File: src/rtl/round_robin_requester_2ch.sv
// Two-channel FIFO front-end for a 2-request round-robin arbiter: each channel
// requests while non-empty and pops its head onto a shared registered output bus when granted.
module round_robin_requester_2ch #(
  parameter int WIDTH = 8,
  parameter int DEPTH = 4
) (
  input  logic             clk,
  input  logic             rst,
  input  logic             in0_valid,
  output logic             in0_ready,
  input  logic [WIDTH-1:0] in0_data,
  input  logic             in1_valid,
  output logic             in1_ready,
  input  logic [WIDTH-1:0] in1_data,
  output logic [1:0]       requests,
  input  logic [1:0]       grants,
  output logic             out_valid,
  output logic [WIDTH-1:0] out_data,
  output logic             out_id,
  output logic             grant_err
);

  localparam int AW = $clog2(DEPTH);
  localparam int CW = AW + 1;
  localparam logic [CW-1:0] CNT_FULL = CW'(DEPTH);
  localparam logic [CW-1:0] CNT_ONE  = CW'(1);
  localparam logic [AW-1:0] PTR_ONE  = AW'(1);

  logic [1:0]       w_in_valid;
  logic [1:0]       w_ready;
  logic [1:0]       w_push;
  logic [1:0]       w_pop;
  logic [WIDTH-1:0] w_in_data [2];
  logic [WIDTH-1:0] w_head    [2];
  logic             w_grant_ok;
  logic             w_grant_bad;

  logic             r_out_valid;
  logic [WIDTH-1:0] r_out_data;
  logic             r_out_id;
  logic             r_grant_err;

  assign w_in_valid   = {in1_valid, in0_valid};
  assign w_in_data[0] = in0_data;
  assign w_in_data[1] = in1_data;
  assign in0_ready    = w_ready[0];
  assign in1_ready    = w_ready[1];

  // A grant pops only if it is one-hot and aimed at a channel that is actually requesting.
  always_comb begin
    w_grant_ok  = ((grants == 2'b01) && requests[0]) || ((grants == 2'b10) && requests[1]);
    w_grant_bad = (grants == 2'b11) || ((grants & ~requests) != 2'b00);
    w_pop       = w_grant_ok ? grants : 2'b00;
  end

  genvar gi;
  generate
    for (gi = 0; gi < 2; gi++) begin : g_ch
      logic [WIDTH-1:0] r_mem [DEPTH];
      logic [AW-1:0]    r_wptr;
      logic [AW-1:0]    r_rptr;
      logic [CW-1:0]    r_count;

      assign w_ready[gi]  = (r_count != CNT_FULL);
      assign requests[gi] = (r_count != '0);
      assign w_push[gi]   = w_in_valid[gi] & w_ready[gi];
      assign w_head[gi]   = r_mem[r_rptr];

      always_ff @(posedge clk) begin
        if (w_push[gi]) r_mem[r_wptr] <= w_in_data[gi];
      end

      always_ff @(posedge clk or posedge rst) begin
        if (rst) begin
          r_wptr  <= '0;
          r_rptr  <= '0;
          r_count <= '0;
        end else begin
          if (w_push[gi]) r_wptr <= r_wptr + PTR_ONE;
          if (w_pop[gi])  r_rptr <= r_rptr + PTR_ONE;
          case ({w_push[gi], w_pop[gi]})
            2'b10:   r_count <= r_count + CNT_ONE;
            2'b01:   r_count <= r_count - CNT_ONE;
            default: r_count <= r_count;
          endcase
        end
      end
    end
  endgenerate

  always_ff @(posedge clk or posedge rst) begin
    if (rst) begin
      r_out_valid <= 1'b0;
      r_out_data  <= '0;
      r_out_id    <= 1'b0;
      r_grant_err <= 1'b0;
    end else begin
      r_out_valid <= |w_pop;
      if (|w_pop) begin
        r_out_data <= w_pop[1] ? w_head[1] : w_head[0];
        r_out_id   <= w_pop[1];
      end
      if (w_grant_bad) r_grant_err <= 1'b1;
    end
  end

  assign out_valid = r_out_valid;
  assign out_data  = r_out_data;
  assign out_id    = r_out_id;
  assign grant_err = r_grant_err;

endmodule

File: config.mk
export PLATFORM = sky130hd
export DESIGN_NAME = round_robin_requester_2ch
export DESIGN_NICKNAME = d
export VERILOG_FILES = /design/src/rtl/round_robin_requester_2ch.sv
export SDC_FILE = /design/constraint.sdc
export NUM_CORES = 1
export LEC_CHECK = 0
export CAP_MARGIN = 20
export CORE_ASPECT_RATIO = 2
export CORE_MARGIN = 4
export CORE_UTILIZATION = 30
export DETAILED_ROUTE_END_ITERATION = 10
export PLACE_DENSITY = 0.44
export SLEW_MARGIN = 0
export SYNTH_ARGS = -nofsm -noshare
export SYNTH_HDL_FRONTEND = slang
export SYNTH_SLANG_ARGS = --single-unit
File: constraint.sdc
create_clock -name clk -period 6.5 [get_ports clk]
set_input_delay 0.975 -clock clk [delete_from_list [all_inputs] [get_ports clk]]
set_output_delay 0.975 -clock clk [all_outputs]
set_load 0.01 [all_outputs]
==> summary.txt <==
Timing
  – Final setup violation count: 0
  – Setup TNS: 0 ns
  – Relative slew slack: 57.4%
  – Worst clock skew: 0.00756 ns
  – Slew Limit Fails: 0
  – Fin. Hold Viols: 0
  – Crit path time final: 3.16 ns
  – Final Cycle Share: 48.6%
  – RSZ-0062 raised after global routing: no
  – Fmax: 316 MHz
  – Worst-Margin Slew: 0.639 ns
  – Hold slack: 0.476 ns

Clocking
  – Sink Count: 89
  – CTS buffer count: 9
  – Setup bufs post-CTS: 0
  – H-tree lvl count: 3
  – CTS resizes: 0
  – # hold bufs at CTS: 0
  – Clock Tree Root: clkbuf_16
  – Worst-Skew Late Latency: 0.34 ns
  – Longest Clk Path Bufs: 2
  – CTS tree: yes
  – Clock Pin Slew Worst Setup and Hold Paths: 0.06 ns

Placement
  – Final Wtd Congestion: 0.725
  – Post-DP Area: 4240 um2
  – DPL Wire Length: 5830 um
  – I/O Buffers: 36

GRT
  – Total grt overflow: 0
  – Initial antenna violation count: 0
  – Largest net degree at the start of global routing: 26
  – GRT Resource Usage Total: 11.8%
  – First-pass GRT wire length: 12100 um
  – Vias in the first global route: 2115

Run status
  – Outcome: completed

Drt
  – DRT Pass-1 Iters: 5
  – Via count: 1935
  – DR DRC count: 0
  – WL per Instance: 18.9 um
  – Routed Antenna Nets: 0
  – Via density: 4.74
  – Post-Route WL: 7720 um
  – Initial DRC Count: 82

Synth
  – Post-synth top area cell: edfxtp_1
  – Post-Synth Adder-Cell Area: 4.43%
  – Mapped Cells: 215
  – Synthesized area per cell: 17.4 um2
  – Syn_nets: 249
  – Post-Syn Area: 3730 um2
  – Synth area leaders: edfxtp_1 (51%), dfrtp_1 (17%), mux4_2 (9.7%)
  – Main combinational cell family by area after synthesis: multiplexers
  – Top cells by count, synth: edfxtp_1 (64), dfrtp_1 (25), inv_1 (17), mux4_2 (16), ha_1 (10)
  – Top_reg_cell synth: edfxtp_1
  – Synthesized flop and latch total: 89
  – Synth top area share: 51.5%
  – Synth Area in Simple Gates: 7.44%
  – Asr flop ratio synth: 28.1%
  – Post-synth EDFFs: 64
  – Netlist cell types: 37
  – Ys Warns: 0
  – Sequential area share after synthesis: 68.3%
  – Post-synthesis mux area share: 11.0%
  – Post-Synth XOR/XNOR Area: 2.82%
  – Synth Area in Compound Gates: 3.02%
  – Top-count cell post-synth: edfxtp_1

Power and ir drop
  – Power density cells: 436 nW/um2
  – Pwr Total: 1980 uW
  – Peak supply drop: 0.000151 V
  – Leak Pwr: 0.00166 uW

Job
  – Max-cap violations: 0

Final layout
  – Area grow syn2layout: 21.6%
  – Ant. Diodes: 0
  – # nets final: 290
  – Share of cells above drive strength 1: 21.5%
  – Final instance area: 4540 um2

Critical path
  – CP arrival: 3.38 ns
  – CP endpoint kind: flip-flop
  – CP required: 6.72 ns
  – Crit-path max FO: 11
  – Kind of critical path: in -> reg
  – Critical path startpoint category: input pin

Worst hold path
  – HP Class: reg -> reg

Die
  – Starting density of the core: 30.6%
  – Core footprint: 12200 um2
  – Cell row count: 57
  – Die Ht: 166 um
  – Die W: 86.9 um
  – Full die area: 14400 um2
  – # IOs: 37
metrics by stage:
step | util [%] | setup WS, ns | cells
6_report | 37.2 | 3.34 | 408
5_1_grt | 37.2 | 3.14 | 408
4_1_cts | 37.0 | 3.35 | 407
3_5_place_dp | 34.8 | 3.01 | 391
3_3_place_gp | 34.8 | 3.08 | 391
2_1_floorplan | - | 3.86 | 215
cells in the final DEF, fill, tap and decap left out, drive strengths merged, types with 2 or more instances in the layout:
master	n
and2	2
clkinv	4
a31oi	3
nand2	2
nand3	7
xor2	3
nor3	5
fa	2
or3b	2
and3	8
mux4	16
nand4	3
o21ai	3
mux2	3
o311ai	2
nor2	3
ha	10
edfxtp	64
a311oi	3
xnor2	9
dfrtp	25
nor4	6
clkbuf	10
inv	23
clkdlybuf4s50	36
final timing paths:
check	startpoint	to	slack, ns	cells past startpoint
max in group asynchronous	rst	g_ch[0].r_count[1]	5.25	3
worst min register to register	grant_err	grant_err	0.48	1
min in group asynchronous	rst	g_ch[1].r_count[0]	0.86	2
worst max register to register	g_ch[0].r_count[0]	g_ch[0].r_count[2]	4.14	9
worst min-delay path	grant_err	grant_err	0.48	1
worst max-delay path	grants[0]	g_ch[0].r_count[1]	3.34	7
metal layers:
metal / up-vias / routed length [um] / global-route usage, %
met3: 17 / 325 / 2.78
met1: 967 / 2690 / 12.0
met4: 0 / 238 / 6.45
met5: - / 0 / 0
met2: 47 / 4470 / 21.3
li1: 904 / - / -
flip-flops by register name, summed over array words and instances, names as in the netlist:
name / flops
out_id: 1
g_ch.r_count: 6
out_data: 8
g_ch.r_mem: 64
g_ch.r_wptr: 4
g_ch.r_rptr: 4
out_valid: 1
grant_err: 1
worst max-delay path, stage by stage:
cell and delay (ns):
clkdlybuf4s50_1 0.67, nor2b_1 0.48, nand2_2 0.22, inv_2 0.13, ha_1 0.21, fa_1 0.42
mux2_2 0.26
logic make-up (layout without fill, tap and decap cells):
kind of cell	count (synthesis)	count (layout)
compound gates	14	14
simple gates	40	40
fa+ha+maj	12	12
buf+inv	28	74
mux	20	20
flops	89	89
xor+xnor	12	12
where the power goes:
group          internal (uW)  switching, uW  total (uW)
Clock                    260            210         469
Combinational            320            269         588
Sequential               774            145         920
Total                   1350            623        1980
final cells by class:
class	instances	area, um2
fill	1161	7660
sequential	89	2550
multi-input combinational	98	1070
timing repair buffer	37	388
clock buffer	10	229
tap	147	184
inverter	21	78.8
clock inverter	6	40.0
Power figures use the tool's default switching activity.
